[config.mk]
export PLATFORM = sky130hd
export DESIGN_NAME = wb_decoder_flat
export DESIGN_NICKNAME = d
export VERILOG_FILES = /design/src/rtl/wb_decoder_if.sv /design/src/rtl/wb_decoder.sv /design/src/flat_wrapper.sv
export SDC_FILE = /design/constraint.sdc
export NUM_CORES = 1
export LEC_CHECK = 0
export ABC_AREA = 1
export BUFFER_PORTS_ARGS = -buffer_cell sky130_fd_sc_hd__buf_2
export CORE_AREA = 2 2 125 127
export DETAILED_ROUTE_END_ITERATION = 12
export DIE_AREA = 0 0 127 129
export PLACE_DENSITY = 0.57
export SYNTH_ARGS = -nofsm -noshare
export SYNTH_HDL_FRONTEND = slang
export SYNTH_SLANG_ARGS = --single-unit
[constraint.sdc]
create_clock -name i_clk -period 2.75 [get_ports i_clk]
set_input_delay 0 -clock i_clk [delete_from_list [all_inputs] [get_ports i_clk]]
set_output_delay 0 -clock i_clk [all_outputs]
set_load 0.03 [all_outputs]
[src/rtl/wb_decoder_if.sv]
// ----------------------------------------------------------------------------
// wb_decoder_if
// Bundle of the master-side and slave-side Wishbone pipelined signals seen by
// wb_decoder. Signal names keep the decoder's i_/o_ view of each wire.
//   i_m_*  : master request into the decoder (cyc, stb, we, addr, data, sel)
//   o_m_*  : registered response back to the master (ack, err, data) + stall
//   o_s_*  : per-slave cyc/stb plus broadcast we/addr/data/sel
//   i_s_*  : per-slave ack/err/stall and packed read data (slave 0 in LSBs)
// Modports:
//   slave  : decoder side (consumes i_*, drives o_*)
//   master : environment side (drives i_*, consumes o_*)
// ----------------------------------------------------------------------------
interface wb_decoder_if #(
    parameter int NS = 4,
    parameter int AW = 30,
    parameter int DW = 32
);
    logic                 i_m_cyc;
    logic                 i_m_stb;
    logic                 i_m_we;
    logic [AW-1:0]        i_m_addr;
    logic [DW-1:0]        i_m_data;
    logic [DW/8-1:0]      i_m_sel;
    logic                 o_m_ack;
    logic                 o_m_err;
    logic                 o_m_stall;
    logic [DW-1:0]        o_m_data;

    logic [NS-1:0]        o_s_cyc;
    logic [NS-1:0]        o_s_stb;
    logic                 o_s_we;
    logic [AW-1:0]        o_s_addr;
    logic [DW-1:0]        o_s_data;
    logic [DW/8-1:0]      o_s_sel;
    logic [NS-1:0]        i_s_ack;
    logic [NS-1:0]        i_s_err;
    logic [NS-1:0]        i_s_stall;
    logic [NS*DW-1:0]     i_s_data;

    modport slave (
        input  i_m_cyc, i_m_stb, i_m_we, i_m_addr, i_m_data, i_m_sel,
        output o_m_ack, o_m_err, o_m_stall, o_m_data,
        output o_s_cyc, o_s_stb, o_s_we, o_s_addr, o_s_data, o_s_sel,
        input  i_s_ack, i_s_err, i_s_stall, i_s_data
    );

    modport master (
        output i_m_cyc, i_m_stb, i_m_we, i_m_addr, i_m_data, i_m_sel,
        input  o_m_ack, o_m_err, o_m_stall, o_m_data,
        input  o_s_cyc, o_s_stb, o_s_we, o_s_addr, o_s_data, o_s_sel,
        output i_s_ack, i_s_err, i_s_stall, i_s_data
    );
endinterface

[src/rtl/wb_decoder.sv]
// ----------------------------------------------------------------------------
// wb_decoder
// One-master to NS-slave Wishbone pipelined address decoder. Tracks up to
// MAX_OUT outstanding requests to a single target at a time, registers the
// target's response back to the master, answers unmapped requests with an
// error and forces an error if the target goes quiet for TIMEOUT cycles.
// Ports:
//   i_clk     : clock, rising edge
//   i_resetn  : asynchronous active-low reset
//   bus       : wb_decoder_if.slave (master request/response, slave fan-out)
// ----------------------------------------------------------------------------
module wb_decoder #(
    parameter int               NS         = 4,
    parameter int               AW         = 30,
    parameter int               DW         = 32,
    parameter logic [NS*AW-1:0] SLAVE_BASE = {30'h3FFF_FC09, 30'h3FFF_FC08,
                                              30'h3FFF_FC00, 30'h0},
    parameter logic [NS*AW-1:0] SLAVE_MASK = {{3{30'h3FFF_FFFF}}, 30'h3FFF_C000},
    parameter int               MAX_OUT    = 4,
    parameter int               TIMEOUT    = 255
) (
    input  logic        i_clk,
    input  logic        i_resetn,
    wb_decoder_if.slave bus
);

    localparam int IW = (NS > 1) ? $clog2(NS) : 1;
    localparam int CW = 4;
    localparam int TW = 16;

    typedef struct packed {
        logic          ack;
        logic          err;
        logic [DW-1:0] data;
    } rsp_t;

    rsp_t          r_rsp;
    logic [CW-1:0] r_cnt;
    logic [IW-1:0] r_tgt_idx;
    logic          r_tgt_unm;
    logic [TW-1:0] r_tmo;

    logic [NS-1:0] w_hit_vec;
    logic          w_hit;
    logic [IW-1:0] w_idx;
    logic          w_cnt_nz;
    logic          w_tgt_diff;
    logic          w_stall;
    logic          w_issue;
    logic          w_iss_map;
    logic          w_iss_unm;
    logic [NS-1:0] w_stb;
    logic          w_s_ack;
    logic          w_s_err;
    logic [DW-1:0] w_s_data;
    logic          w_rsp_ok;
    logic          w_rsp_ack;
    logic          w_rsp_err;
    logic          w_rsp;
    logic          w_tmo_fire;

    // Per-slave address compare
    for (genvar k = 0; k < NS; k++) begin : g_match
        assign w_hit_vec[k] =
            ((bus.i_m_addr & SLAVE_MASK[k*AW +: AW]) ==
             (SLAVE_BASE[k*AW +: AW] & SLAVE_MASK[k*AW +: AW]));
    end

    // Descending scan so the lowest matching index is the last one written
    always_comb begin
        w_hit = 1'b0;
        w_idx = '0;
        for (int k = NS - 1; k >= 0; k--) begin
            if (w_hit_vec[k]) begin
                w_hit = 1'b1;
                w_idx = IW'(k);
            end
        end
    end

    assign w_cnt_nz   = (r_cnt != '0);
    assign w_tgt_diff = (!w_hit != r_tgt_unm) || (w_hit && (w_idx != r_tgt_idx));

    // Only one target may have requests in flight, so a change of target
    // waits until every outstanding response has come back.
    assign w_stall = (w_hit && bus.i_s_stall[w_idx])
                   || (r_cnt == CW'(MAX_OUT))
                   || (w_cnt_nz && w_tgt_diff)
                   || (w_cnt_nz && !w_hit);

    assign w_issue   = i_resetn && bus.i_m_cyc && bus.i_m_stb && !w_stall;
    assign w_iss_map = w_issue && w_hit;
    assign w_iss_unm = w_issue && !w_hit;

    always_comb begin
        w_stb = '0;
        for (int k = 0; k < NS; k++) begin
            w_stb[k] = w_iss_map && (w_idx == IW'(k));
        end
    end

    // Response path from the current target only
    always_comb begin
        w_s_data = '0;
        for (int k = 0; k < NS; k++) begin
            if (r_tgt_idx == IW'(k)) w_s_data = bus.i_s_data[k*DW +: DW];
        end
    end

    assign w_s_ack    = bus.i_s_ack[r_tgt_idx];
    assign w_s_err    = bus.i_s_err[r_tgt_idx];
    assign w_rsp_ok   = bus.i_m_cyc && w_cnt_nz && !r_tgt_unm;
    assign w_rsp_ack  = w_rsp_ok && w_s_ack && !w_s_err;
    assign w_rsp_err  = w_rsp_ok && w_s_err;
    assign w_rsp      = w_rsp_ack || w_rsp_err;
    assign w_tmo_fire = bus.i_m_cyc && w_cnt_nz && !w_rsp && (r_tmo == TW'(TIMEOUT - 1));

    // An unmapped issue is answered in the same edge it is accepted, so it
    // counts as issue and response together and leaves r_cnt unchanged.
    always_ff @(posedge i_clk or negedge i_resetn) begin
        if (!i_resetn) begin
            r_rsp     <= '0;
            r_cnt     <= '0;
            r_tgt_idx <= '0;
            r_tgt_unm <= 1'b0;
            r_tmo     <= '0;
        end else begin
            r_rsp.ack  <= w_rsp_ack;
            r_rsp.err  <= w_rsp_err || w_iss_unm || w_tmo_fire;
            r_rsp.data <= w_rsp ? w_s_data : '0;

            if (w_issue) begin
                r_tgt_idx <= w_idx;
                r_tgt_unm <= !w_hit;
            end

            if (!bus.i_m_cyc) begin
                r_cnt <= '0;
            end else if (w_tmo_fire) begin
                // Abandoned requests are dropped; a same-cycle issue survives
                r_cnt <= w_iss_map ? CW'(1) : '0;
            end else if (w_iss_map && !w_rsp) begin
                r_cnt <= r_cnt + CW'(1);
            end else if (!w_iss_map && w_rsp) begin
                r_cnt <= r_cnt - CW'(1);
            end

            if (!bus.i_m_cyc || !w_cnt_nz || w_rsp || w_tmo_fire) begin
                r_tmo <= '0;
            end else begin
                r_tmo <= r_tmo + TW'(1);
            end
        end
    end

    assign bus.o_m_ack   = r_rsp.ack;
    assign bus.o_m_err   = r_rsp.err;
    assign bus.o_m_data  = r_rsp.data;
    assign bus.o_m_stall = w_stall;

    assign bus.o_s_cyc  = {NS{bus.i_m_cyc}};
    assign bus.o_s_stb  = w_stb;
    assign bus.o_s_we   = bus.i_m_we;
    assign bus.o_s_addr = bus.i_m_addr;
    assign bus.o_s_data = bus.i_m_data;
    assign bus.o_s_sel  = bus.i_m_sel;

endmodule

[src/flat_wrapper.sv]
// flat-port wrapper written by rule: the top's interface ports become plain ports
module wb_decoder_flat 
#(
    parameter int               NS         = 4,
    parameter int               AW         = 30,
    parameter int               DW         = 32,
    parameter logic [NS*AW-1:0] SLAVE_BASE = {30'h3FFF_FC09, 30'h3FFF_FC08,
                                              30'h3FFF_FC00, 30'h0},
    parameter logic [NS*AW-1:0] SLAVE_MASK = {{3{30'h3FFF_FFFF}}, 30'h3FFF_C000},
    parameter int               MAX_OUT    = 4,
    parameter int               TIMEOUT    = 255
)
  (i_clk, i_resetn, bus_i_m_cyc, bus_i_m_stb, bus_i_m_we, bus_i_m_addr, bus_i_m_data, bus_i_m_sel, bus_o_m_ack, bus_o_m_err, bus_o_m_stall, bus_o_m_data, bus_o_s_cyc, bus_o_s_stb, bus_o_s_we, bus_o_s_addr, bus_o_s_data, bus_o_s_sel, bus_i_s_ack, bus_i_s_err, bus_i_s_stall, bus_i_s_data);
  wb_decoder_if #(.NS(NS), .AW(AW), .DW(DW)) bus_i ();
  input  logic i_clk;
  input  logic i_resetn;
  input wire logic [$bits(bus_i.i_m_cyc)-1:0] bus_i_m_cyc;
  input wire logic [$bits(bus_i.i_m_stb)-1:0] bus_i_m_stb;
  input wire logic [$bits(bus_i.i_m_we)-1:0] bus_i_m_we;
  input wire logic [$bits(bus_i.i_m_addr)-1:0] bus_i_m_addr;
  input wire logic [$bits(bus_i.i_m_data)-1:0] bus_i_m_data;
  input wire logic [$bits(bus_i.i_m_sel)-1:0] bus_i_m_sel;
  output wire logic [$bits(bus_i.o_m_ack)-1:0] bus_o_m_ack;
  output wire logic [$bits(bus_i.o_m_err)-1:0] bus_o_m_err;
  output wire logic [$bits(bus_i.o_m_stall)-1:0] bus_o_m_stall;
  output wire logic [$bits(bus_i.o_m_data)-1:0] bus_o_m_data;
  output wire logic [$bits(bus_i.o_s_cyc)-1:0] bus_o_s_cyc;
  output wire logic [$bits(bus_i.o_s_stb)-1:0] bus_o_s_stb;
  output wire logic [$bits(bus_i.o_s_we)-1:0] bus_o_s_we;
  output wire logic [$bits(bus_i.o_s_addr)-1:0] bus_o_s_addr;
  output wire logic [$bits(bus_i.o_s_data)-1:0] bus_o_s_data;
  output wire logic [$bits(bus_i.o_s_sel)-1:0] bus_o_s_sel;
  input wire logic [$bits(bus_i.i_s_ack)-1:0] bus_i_s_ack;
  input wire logic [$bits(bus_i.i_s_err)-1:0] bus_i_s_err;
  input wire logic [$bits(bus_i.i_s_stall)-1:0] bus_i_s_stall;
  input wire logic [$bits(bus_i.i_s_data)-1:0] bus_i_s_data;
  assign bus_i.i_m_cyc = bus_i_m_cyc;
  assign bus_i.i_m_stb = bus_i_m_stb;
  assign bus_i.i_m_we = bus_i_m_we;
  assign bus_i.i_m_addr = bus_i_m_addr;
  assign bus_i.i_m_data = bus_i_m_data;
  assign bus_i.i_m_sel = bus_i_m_sel;
  assign bus_o_m_ack = bus_i.o_m_ack;
  assign bus_o_m_err = bus_i.o_m_err;
  assign bus_o_m_stall = bus_i.o_m_stall;
  assign bus_o_m_data = bus_i.o_m_data;
  assign bus_o_s_cyc = bus_i.o_s_cyc;
  assign bus_o_s_stb = bus_i.o_s_stb;
  assign bus_o_s_we = bus_i.o_s_we;
  assign bus_o_s_addr = bus_i.o_s_addr;
  assign bus_o_s_data = bus_i.o_s_data;
  assign bus_o_s_sel = bus_i.o_s_sel;
  assign bus_i.i_s_ack = bus_i_s_ack;
  assign bus_i.i_s_err = bus_i_s_err;
  assign bus_i.i_s_stall = bus_i_s_stall;
  assign bus_i.i_s_data = bus_i_s_data;
  wb_decoder #(.NS(NS), .AW(AW), .DW(DW), .SLAVE_BASE(SLAVE_BASE), .SLAVE_MASK(SLAVE_MASK), .MAX_OUT(MAX_OUT), .TIMEOUT(TIMEOUT)) u_core (.i_clk(i_clk), .i_resetn(i_resetn), .bus(bus_i));
endmodule
==> flow_metrics.env, run 1 <==
export IMPL_dr_first_iter_drc_count=295
export IMPL_clockBufferDepth=2
export IMPL_dieWidth_um=127
export IMPL_yosysSeqAreaShare=0.342
export IMPL_synth_area_mm2=0.00417
export IMPL_design_area_mm2=0.00597
export IMPL_cts_sinks=57
export IMPL_yosys_most_used_dff="dfrtp_1"
export IMPL_hpwl_um=12800
export IMPL_die_y_um=129
export IMPL_cp_arrival_ns=2.76
export IMPL_finalHoldViolations=0
export IMPL_skew_ns=0.00788
export IMPL_ys_top_cells_by_area="dfrtp_1 34%, buf_4 13%, nand2_1 11%"
export IMPL_place_ws_ns=0.138
export IMPL_powerDensity_mw_per_mm2=511
export IMPL_dieArea_mm2=0.0164
export IMPL_finalNonFillerCells=1005
export IMPL_cts_clk_slew_worst_paths_ns=0.05
export IMPL_status="finished clean"
export IMPL_synth_seq_cells=57
export IMPL_p_int_mw=2.09
export IMPL_switching_share=0.314
export IMPL_io_buffer_count=246
export IMPL_rows=45
export IMPL_grt_overflow_total=0
export IMPL_power_share_clock=0.430
export IMPL_vias=4678
export IMPL_clock_latency_ns=0.34
export IMPL_critPathKind="flop to flop"
export IMPL_viasPerCell=4.65
export IMPL_clockRootBuffer="clkbuf_16"
export IMPL_area_growth_pct=43.3
export IMPL_placed_cell_area_mm2=0.00510
export IMPL_tritoncts="yes"
export IMPL_cpPeakStageDelay_ns=0.60
export IMPL_start_kind="flop"
export IMPL_yosysTopAreaCellShare=0.342
export IMPL_multi_input_area_mm2=0.00193
export IMPL_hold_class="input pin to primary output"
export IMPL_slowest_stage="dlygate4sd3_1"
export IMPL_drive_gt1_frac=0.374
export IMPL_finalWorstSetupSlack_ns=0.256
export IMPL_fin_crit_ns=2.49
export IMPL_slew_viol_final=0
export IMPL_final_common_cell="buf_2"
export IMPL_drt_wl_total_um=16600
export IMPL_irDropWorstVdd_mv=0.333
export IMPL_relSlewSlack=0.468
export IMPL_io_pins=321
export IMPL_syn_nets=798
export IMPL_whs_ns=0.0000116
export IMPL_grt_max_degree=58
export IMPL_yosys_warnings=0
export IMPL_gp_congestion=0.839
export IMPL_numCtsBuffers=9
export IMPL_fillers=1614
export IMPL_p_comb_frac=0.282
export IMPL_async_flop_share=1.00
export IMPL_antenna_found_initial=1
export IMPL_dr_pass1_iters=5
export IMPL_power_switching_mw=0.957
export IMPL_path_max_fanout=35
export IMPL_grt_pass1_vias=4356
export IMPL_synth_cells=582
export IMPL_crit_chain="nor2_1 -> a22o_1 -> a21oi_1 -> nand2_1 -> o21ai_4 -> buf_4 -> a311oi_1 -> dlygate4sd3_1"
export IMPL_coreArea_mm2=0.0150
export IMPL_start_util=0.278
export IMPL_drc=0
export IMPL_yosysUniqueCellTypes=37
export IMPL_max_cap_violations=0
export IMPL_p_leak_nw=3.16
export IMPL_worst_slew_pin_slew_ns=0.799
export IMPL_seqPwrFrac=0.288
export IMPL_setup_violations_final=0
export IMPL_wl_per_cell_um=16.5
export IMPL_yosysTopAreaCell="dfrtp_1"
export IMPL_grt_pass1_wl_um=23900
export IMPL_fin_util=0.398
export IMPL_avgSynthCellArea_um2=7.16
export IMPL_fmax_mhz=401
export IMPL_final_cell_mix="246 x buf_2, 121 x nand2_1, 100 x nor2_1"
export IMPL_synth_edff_count=0
export IMPL_regArea_mm2=0.00143
export IMPL_cp_data_required_time_ns=3.02
export IMPL_fin_nets=1027
export IMPL_grt_total_usage=0.193
export IMPL_fin_crit_sh=0.907
export IMPL_critPathCaptureType="flop"
export IMPL_place_inst=937
export IMPL_ant_nets=0
export IMPL_cts_max_level=3
## kinds of logic after synthesis
kind of cell / count (synthesis) / synth area share
and+or+nand+nor: 274 / 0.289
buffers and inverters: 144 / 0.196
AOI/OAI and AO/OA: 98 / 0.147
DFF: 57 / 0.342
adders and majority gates: 5 / 0.0168
xor gates and xnor gates: 4 / 0.00841
## Yosys cell counts (2+ instances only)
library cell / count
a211oi_1: 5
a21oi_1: 26
a221oi_1: 5
a22o_1: 2
a311oi_1: 11
buf_2: 2
buf_4: 71
clkbuf_1: 16
dfrtp_1: 57
ha_1: 4
inv_1: 47
inv_2: 7
nand2_1: 121
nand2_2: 5
nand3_1: 11
nand3_2: 3
nand4_1: 8
nor2_1: 102
nor2_4: 2
nor3_1: 8
nor3_2: 6
nor3b_1: 4
o21a_1: 2
o21ai_0: 29
o22ai_1: 14
xor2_1: 3
## what timing repair did
item	CTS	global route
setup endpoints to repair	0	28
gates resized for setup	0	5
hold endpoints to repair	88	0
hold buffers	50	0
setup buffers	0	1
## power by group through the flow
stage	sequential [mW]	combinational, mW	clock, mW
2_1_floorplan	0.883	0.606	0
3_3_place_gp	0.889	0.807	0
3_5_place_dp	0.888	0.804	0
4_1_cts	0.874	0.846	1.34
5_1_grt	0.879	0.945	1.38
6_report	0.878	0.860	1.31
## worst paths after layout
| kind | from | end | slack, ns | depth (start not counted) |
|---|---|---|---|---|
| setup reg to reg | u_core.r_tgt_idx[0] | u_core.bus.o_m_data[6] | 0.26 | 8 |
| max in group asynchronous | i_resetn | u_core.r_tgt_idx[1] | 1.76 | 3 |
| min in group asynchronous | i_resetn | u_core.bus.o_m_data[3] | 0.41 | 3 |
| hold reg to reg | u_core.r_tmo[0] | u_core.r_tmo[0] | 0.49 | 1 |
| hold / removal | bus_i_m_data[0] | bus_o_s_data[0] | 0.00001 | 0 |
| setup / recovery | u_core.r_tgt_idx[0] | u_core.bus.o_m_data[6] | 0.26 | 8 |
## layer usage
| layer | track usage | wire [um] | vias up |
|---|---|---|---|
| li1 | - | - | 2285 |
| met1 | 0.229 | 6510 | 2110 |
| met2 | 0.320 | 8090 | 251 |
| met3 | 0.0657 | 1560 | 32 |
| met4 | 0.0795 | 408 | 0 |
| met5 | 0 | 0 | - |
## layout make-up
cell class | count | area share
antenna | 1 | 0.000419
clock inverter | 5 | 0.0172
inverter | 54 | 0.0340
multi-input combinational | 381 | 0.323
timing repair buffer | 308 | 0.306
tap | 188 | 0.0394
sequential | 57 | 0.239
clock buffer | 11 | 0.0407
## through the flow
stage          TNS [ns]  power, mW
3_3_place_gp          0       1.70
3_5_place_dp          0       1.69
2_1_floorplan         0       1.49
5_1_grt         -0.0127       3.20
4_1_cts               0       3.06
6_report              0       3.05
## registers in the layout, indices dropped and copies added, names as in the netlist
| register | flops |
|---|---|
| u_core.bus.o_m_err | 1 |
| u_core.r_tgt_idx | 2 |
| u_core.bus.o_m_ack | 1 |
| u_core.r_tgt_unm | 1 |
| u_core.r_cnt | 4 |
| u_core.bus.o_m_data | 32 |
| u_core.r_tmo | 16 |
## worst max-delay path, delay by kind of cell (launching register included)
family / cells / cell delay, ns
buffers and inverters: 2 / 0.88
AND/OR/NAND/NOR: 2 / 0.47
AO/OA/AOI/OAI: 4 / 0.62
flip-flops: 1 / 0.46
(Power assumes the default switching activity.)
==> run 2: changes to the inputs <==
--- a/config.mk
+++ b/config.mk
@@ -8,6 +8,7 @@
 export ABC_AREA = 1
 export BUFFER_PORTS_ARGS = -buffer_cell sky130_fd_sc_hd__buf_2
 export CORE_AREA = 2 2 125 127
+export CTS_BUF_LIST = sky130_fd_sc_hd__clkbuf_8
 export DETAILED_ROUTE_END_ITERATION = 12
 export DIE_AREA = 0 0 127 129
 export PLACE_DENSITY = 0.57
==> run 2 against run 1 <==
  * Via count increased by 0.30%
  * Power shrank 11%
  * Cell count is essentially flat
  * Die area unchanged
  * Sequential share of layout area grew 0.37 points
  * Sequential cell count stayed put
  * First-iteration DRC count is 4.4% higher
  * Critical path depth is the same
  * Critical endpoint unchanged
  * Largest cell class unchanged
  * Largest power group unchanged
==> flow_metrics.env, run 2 (synthesis results as in run 1) <==
export IMPL_power_switching_mw=0.921
export IMPL_p_int_mw=1.81
export IMPL_crit_chain="buf_6 -> nor2_1 -> nand2_1 -> nand4_1 -> o21ai_4 -> buf_4 -> a311oi_1 -> dlygate4sd3_1"
export IMPL_fin_util=0.392
export IMPL_crit_buf_inv=3
export IMPL_area_growth_pct=41.1
export IMPL_finalNonFillerCells=1006
export IMPL_viasPerCell=4.66
export IMPL_use_met3=0.0657
export IMPL_clockBufferDepth=2
export IMPL_grt_total_usage=0.193
export IMPL_dieWidth_um=127
export IMPL_dieArea_mm2=0.0164
export IMPL_relSlewSlack=0.473
export IMPL_final_cell_mix="246 x buf_2, 121 x nand2_1, 100 x nor2_1"
export IMPL_powerDensity_mw_per_mm2=464
export IMPL_grt_max_degree=58
export IMPL_start_kind="flop"
export IMPL_busiest_layer="met2"
export IMPL_dr_pass1_iters=5
export IMPL_finalHoldViolations=0
export IMPL_slew_viol_final=0
export IMPL_p_leak_nw=3.12
export IMPL_setup_violations_final=0
export IMPL_seqPwrFrac=0.322
export IMPL_fmax_mhz=401
export IMPL_drive_gt1_frac=0.373
export IMPL_switching_share=0.338
export IMPL_cp_arrival_ns=2.80
export IMPL_rows=45
export IMPL_grt_overflow_total=0
export IMPL_io_pins=321
export IMPL_place_inst=937
export IMPL_critical_path_top_delay_family="buffers and inverters"
export IMPL_fin_nets=1028
export IMPL_drt_wl_total_um=16600
export IMPL_antenna_found_initial=1
export IMPL_skew_ns=0.0135
export IMPL_grt_met1_usage=0.231
export IMPL_cts_max_level=3
export IMPL_drc=0
export IMPL_gp_congestion=0.839
export IMPL_grtUsageMet2=0.318
export IMPL_grt_pass1_vias=4336
export IMPL_irDropWorstVdd_mv=0.258
export IMPL_clockRootBuffer="clkbuf_8"
export IMPL_status="finished clean"
export IMPL_largest_reg_flops=32
export IMPL_die_y_um=129
export IMPL_start_util=0.278
export IMPL_p_comb_frac=0.316
export IMPL_fin_crit_sh=0.907
export IMPL_power_share_clock=0.362
export IMPL_vias=4692
export IMPL_cp_data_required_time_ns=3.05
export IMPL_dr_first_iter_drc_count=308
export IMPL_wl_per_cell_um=16.5
export IMPL_path_max_fanout=35
export IMPL_numCtsBuffers=9
export IMPL_slowest_stage="dlygate4sd3_1"
export IMPL_tritoncts="yes"
export IMPL_fin_crit_ns=2.50
export IMPL_cpPeakStageDelay_ns=0.59
export IMPL_cts_sinks=57
export IMPL_hpwl_um=12800
export IMPL_critPathCaptureType="flop"
export IMPL_fillers=1628
export IMPL_critPathKind="flop to flop"
export IMPL_hold_class="input pin to primary output"
export IMPL_cts_clk_slew_worst_paths_ns=0.07
export IMPL_max_cap_violations=0
export IMPL_clock_latency_ns=0.37
export IMPL_coreArea_mm2=0.0150
export IMPL_final_common_cell="buf_2"
export IMPL_io_buffer_count=246
export IMPL_worst_slew_pin_slew_ns=0.790
export IMPL_ant_nets=0
export IMPL_grt_pass1_wl_um=23900
[run 2: cell count changes in the layout (fill, tap and decap cells not counted), sizes merged]
| cell | change |
|---|---|
| clkbuf | -1 |
| dlygate4sd3 | +1 |
| inv | +1 |
[run 2: timing repair]
action	in CTS	in global routing
hold endpoints to repair	89	0
endpoints found under the setup margin	0	28
gates resized for setup	0	5
buffers inserted	0	1
hold buffers	51	0
[run 2: final timing paths]
| kind | from | to | slack, ns | depth (start not counted) |
|---|---|---|---|---|
| worst max-delay path | u_core.r_tgt_idx[0] | u_core.bus.o_m_data[6] | 0.25 | 8 |
| worst min-delay path | bus_i_m_data[0] | bus_o_s_data[0] | 0.00001 | 0 |
| worst max register to register | u_core.r_tgt_idx[0] | u_core.bus.o_m_data[6] | 0.25 | 8 |
| worst min register to register | u_core.r_tmo[0] | u_core.r_tmo[0] | 0.50 | 1 |
| max in group asynchronous | i_resetn | u_core.r_tgt_idx[1] | 1.80 | 3 |
| min in group asynchronous | i_resetn | u_core.bus.o_m_data[3] | 0.37 | 3 |
[run 2: worst register-to-register path, stage by stage, from the launching register on]
cell and delay, ns:
dfrtp_2 0.47, buf_6 0.18, nor2_1 0.28, nand2_1 0.08, nand4_1 0.18, o21ai_4 0.10
buf_4 0.28, a311oi_1 0.27, dlygate4sd3_1 0.59
[run 2: power groups by stage]
| stage | Clock [mW] | Sequential (mW) | Combinational [mW] |
|---|---|---|---|
| after detailed placement | 0 | 0.888 | 0.804 |
| after global placement | 0 | 0.889 | 0.807 |
| after CTS | 1.02 | 0.872 | 0.847 |
| after global routing | 1.05 | 0.878 | 0.948 |
| after floorplan | 0 | 0.883 | 0.606 |
| final | 0.987 | 0.878 | 0.861 |
[run 2: through the flow]
stage / hold slack, ns / setup TNS (ns) / power [mW] / area (um^2) / setup WS [ns]
after CTS: 0.000205 / 0 / 2.74 / 5850 / 0.122
after global routing: 0.0000575 / -0.00972 / 2.88 / 5880 / -0.00972
after detailed placement: 0.000205 / 0 / 1.69 / 5100 / 0.138
after global placement: 0.000205 / 0 / 1.70 / 5100 / 0.134
after floorplan: -0.296 / 0 / 1.49 / 4170 / 0.364
final: 0.0000116 / 0 / 2.73 / 5880 / 0.255
[run 2: area by class of cell]
class	instances	area [um^2]	area share
multi-input combinational	381	1930	0.328
antenna	1	2.50	0.000426
tap	188	235	0.0400
sequential	57	1430	0.243
clock buffer	10	138	0.0234
inverter	54	203	0.0345
timing repair buffer	309	1840	0.312
clock inverter	6	106	0.0181
[run 2: routing by layer]
metal	wire (um)	vias to the layer above	part of all wire
met5	0	-	0
met4	398	0	0.024
met3	1620	31	0.097
met2	8060	254	0.49
met1	6540	2124	0.39
li1	-	2283	-
==> run 3: changes to the inputs <==
--- a/config.mk
+++ b/config.mk
@@ -7,11 +7,11 @@
 export LEC_CHECK = 0
 export ABC_AREA = 1
 export BUFFER_PORTS_ARGS = -buffer_cell sky130_fd_sc_hd__buf_2
-export CORE_AREA = 2 2 125 127
+export CORE_AREA = 2 2 126 128
 export CTS_BUF_LIST = sky130_fd_sc_hd__clkbuf_8
 export DETAILED_ROUTE_END_ITERATION = 12
-export DIE_AREA = 0 0 127 129
-export PLACE_DENSITY = 0.57
+export DIE_AREA = 0 0 128 130
+export PLACE_DENSITY = 0.56
 export SYNTH_ARGS = -nofsm -noshare
 export SYNTH_HDL_FRONTEND = slang
 export SYNTH_SLANG_ARGS = --single-unit
==> run 3 against run 2 <==
  * Final area is 0.19% lower
  * Fmax is 2.9% higher
  * Clock power is 16% lower
  * Critical path depth is 4 higher
==> flow_metrics.env, run 3 (synthesis results as in run 1) <==
export IMPL_drt_wl_total_um=15200
export IMPL_cp_data_required_time_ns=3.03
export IMPL_wl_met3_um=1290
export IMPL_cp_arrival_ns=2.71
export IMPL_drive_gt1_frac=0.372
export IMPL_powerDensity_mw_per_mm2=436
export IMPL_grt_total_usage=0.172
export IMPL_largest_reg_flops=32
export IMPL_grt_pass1_wl_um=22200
export IMPL_drc=0
export IMPL_finalNonFillerCells=1011
export IMPL_grt_overflow_total=0
export IMPL_fin_nets=1030
export IMPL_p_leak_nw=3.12
export IMPL_worstHoldPathCells=0
export IMPL_critPathCaptureType="flop"
export IMPL_hold_class="input pin to primary output"
export IMPL_n_antenna_cell=0
export IMPL_path_max_fanout=35
export IMPL_whs_ns=0.0000132
export IMPL_tritoncts="yes"
export IMPL_wl_per_cell_um=15.0
export IMPL_ff2ff_setup_slack_ns=0.32
export IMPL_start_util=0.270
export IMPL_rr_worst_depth=12
export IMPL_placed_cell_area_mm2=0.00513
export IMPL_critPathKind="flop to flop"
export IMPL_clock_latency_ns=0.35
export IMPL_place_inst=944
export IMPL_skew_ns=0.0108
export IMPL_worst_slew_pin_slew_ns=0.777
export IMPL_hp_start="bus_i_m_data[16]"
export IMPL_vias=4597
export IMPL_min_to="bus_o_s_data[16]"
export IMPL_postCtsSetupRepairBufs=0
export IMPL_m1WireLength_um=6280
export IMPL_cpPeakStageDelay_ns=0.59
export IMPL_fin_crit_sh=0.882
export IMPL_die_y_um=130
export IMPL_gp_congestion=0.811
export IMPL_dr_first_iter_drc_count=261
export IMPL_top_layer="met4"
export IMPL_antenna_found_initial=0
export IMPL_crit_chain="nor2_1 -> inv_1 -> nor2_1 -> inv_1 -> nor2_1 -> nor2_1 -> inv_1 -> nor2_1 -> o21ai_4 -> buf_6 -> a311oi_1 -> dlygate4sd3_1"
export IMPL_viasPerCell=4.55
export IMPL_final_common_cell="buf_2"
export IMPL_clockRootBuffer="clkbuf_8"
export IMPL_slew_viol_final=0
export IMPL_numCtsBuffers=9
export IMPL_relSlewSlack=0.482
export IMPL_irDropWorstVdd_mv=0.243
export IMPL_design_area_mm2=0.00586
export IMPL_dr_wl_met2_um=7310
export IMPL_io_buffer_count=246
export IMPL_dieWidth_um=128
export IMPL_cts_sinks=57
export IMPL_r2r_start="u_core.r_cnt[1]"
export IMPL_clockBufferDepth=2
export IMPL_timing_rr_end="u_core.bus.o_m_data[5]"
export IMPL_grt_max_degree=58
export IMPL_cts_clk_slew_worst_paths_ns=0.07
export IMPL_max_cap_violations=0
export IMPL_dieArea_mm2=0.0166
export IMPL_rows=46
export IMPL_ant_nets=0
export IMPL_setup_violations_final=0
export IMPL_dr_pass1_iters=4
export IMPL_status="finished clean"
export IMPL_io_pins=321
export IMPL_area_growth_pct=40.8
export IMPL_fmax_mhz=412
export IMPL_finalHoldViolations=0
export IMPL_cts_max_level=3
export IMPL_hpwl_um=11900
export IMPL_crit_top_cell="nor2_1"
export IMPL_fin_tns_setup_ns=0
export IMPL_slowest_stage="dlygate4sd3_1"
export IMPL_rsz0062_at_grt="false"
export IMPL_grt_pass1_vias=4215
export IMPL_fin_crit_ns=2.43
export IMPL_coreArea_mm2=0.0154
export IMPL_start_kind="flop"
export IMPL_final_cell_mix="246 x buf_2, 121 x nand2_1, 102 x nor2_1"
run 3: changes by cell type in the layout (fill, tap and decap cells not counted), sizes merged:
cell,change
buf,+2
clkinvlp,-1
clkbuf,+2
inv,+1
bufinv,-2
diode,-1
run 3: where the power goes:
group	total, mW	switching, mW	internal [mW]
Combinational	0.852	0.516	0.336
Sequential	0.878	0.0233	0.855
Clock	0.829	0.345	0.485
Total	2.56	0.884	1.68
run 3: critical path, delay by kind of cell (launching register included):
kind,cells,cell delay [ns]
buffers and inverters,5,0.97
and+or+nand+nor,5,0.61
DFF,1,0.41
AOI/OAI and AO/OA,2,0.35
run 3: worst max-delay path by stage:
| stage | start | endpoint | slack, ns | cells past startpoint |
|---|---|---|---|---|
| 2_1_floorplan | u_core.r_tgt_idx[0] | u_core.r_cnt[3] | 0.36 | 16 |
| 6_report | u_core.r_cnt[1] | u_core.bus.o_m_data[5] | 0.32 | 12 |
| 4_1_cts | u_core.r_tgt_idx[1] | u_core.r_tmo[14] | 0.21 | 12 |
| 3_5_place_dp | bus_i_m_addr[7] | u_core.r_cnt[3] | 0.15 | 23 |
| 3_3_place_gp | bus_i_m_addr[7] | u_core.r_cnt[3] | 0.20 | 23 |
| 5_1_grt | u_core.r_cnt[1] | u_core.r_cnt[3] | 0.06 | 19 |
run 3: layer usage:
layer,track usage,up-vias
met3,0.0467,25
met1,0.218,2063
met5,0,-
met4,0.0517,0
met2,0.289,218
li1,-,2291
run 3: timing repair:
item,CTS,global route
gates resized for setup,0,4
hold buffers,51,0
setup endpoints to repair,0,4
endpoints found under the hold margin,89,0
run 3: area by class of cell:
class	instances	area [um^2]
clock inverters	4	42.5
repair buffers	311	1850
well taps	192	240
inverters	54	203
clock buffers	12	165
multi-input cells	381	1930
fillers	1669	9560
flip-flops and latches	57	1430
run 3: through the flow:
stage	power [mW]	setup slack, ns	util
2_1_floorplan	1.49	0.364	-
3_3_place_gp	1.71	0.196	0.332
3_5_place_dp	1.70	0.154	0.332
4_1_cts	2.59	0.213	0.379
5_1_grt	2.73	0.0579	0.380
6_report	2.56	0.325	0.380
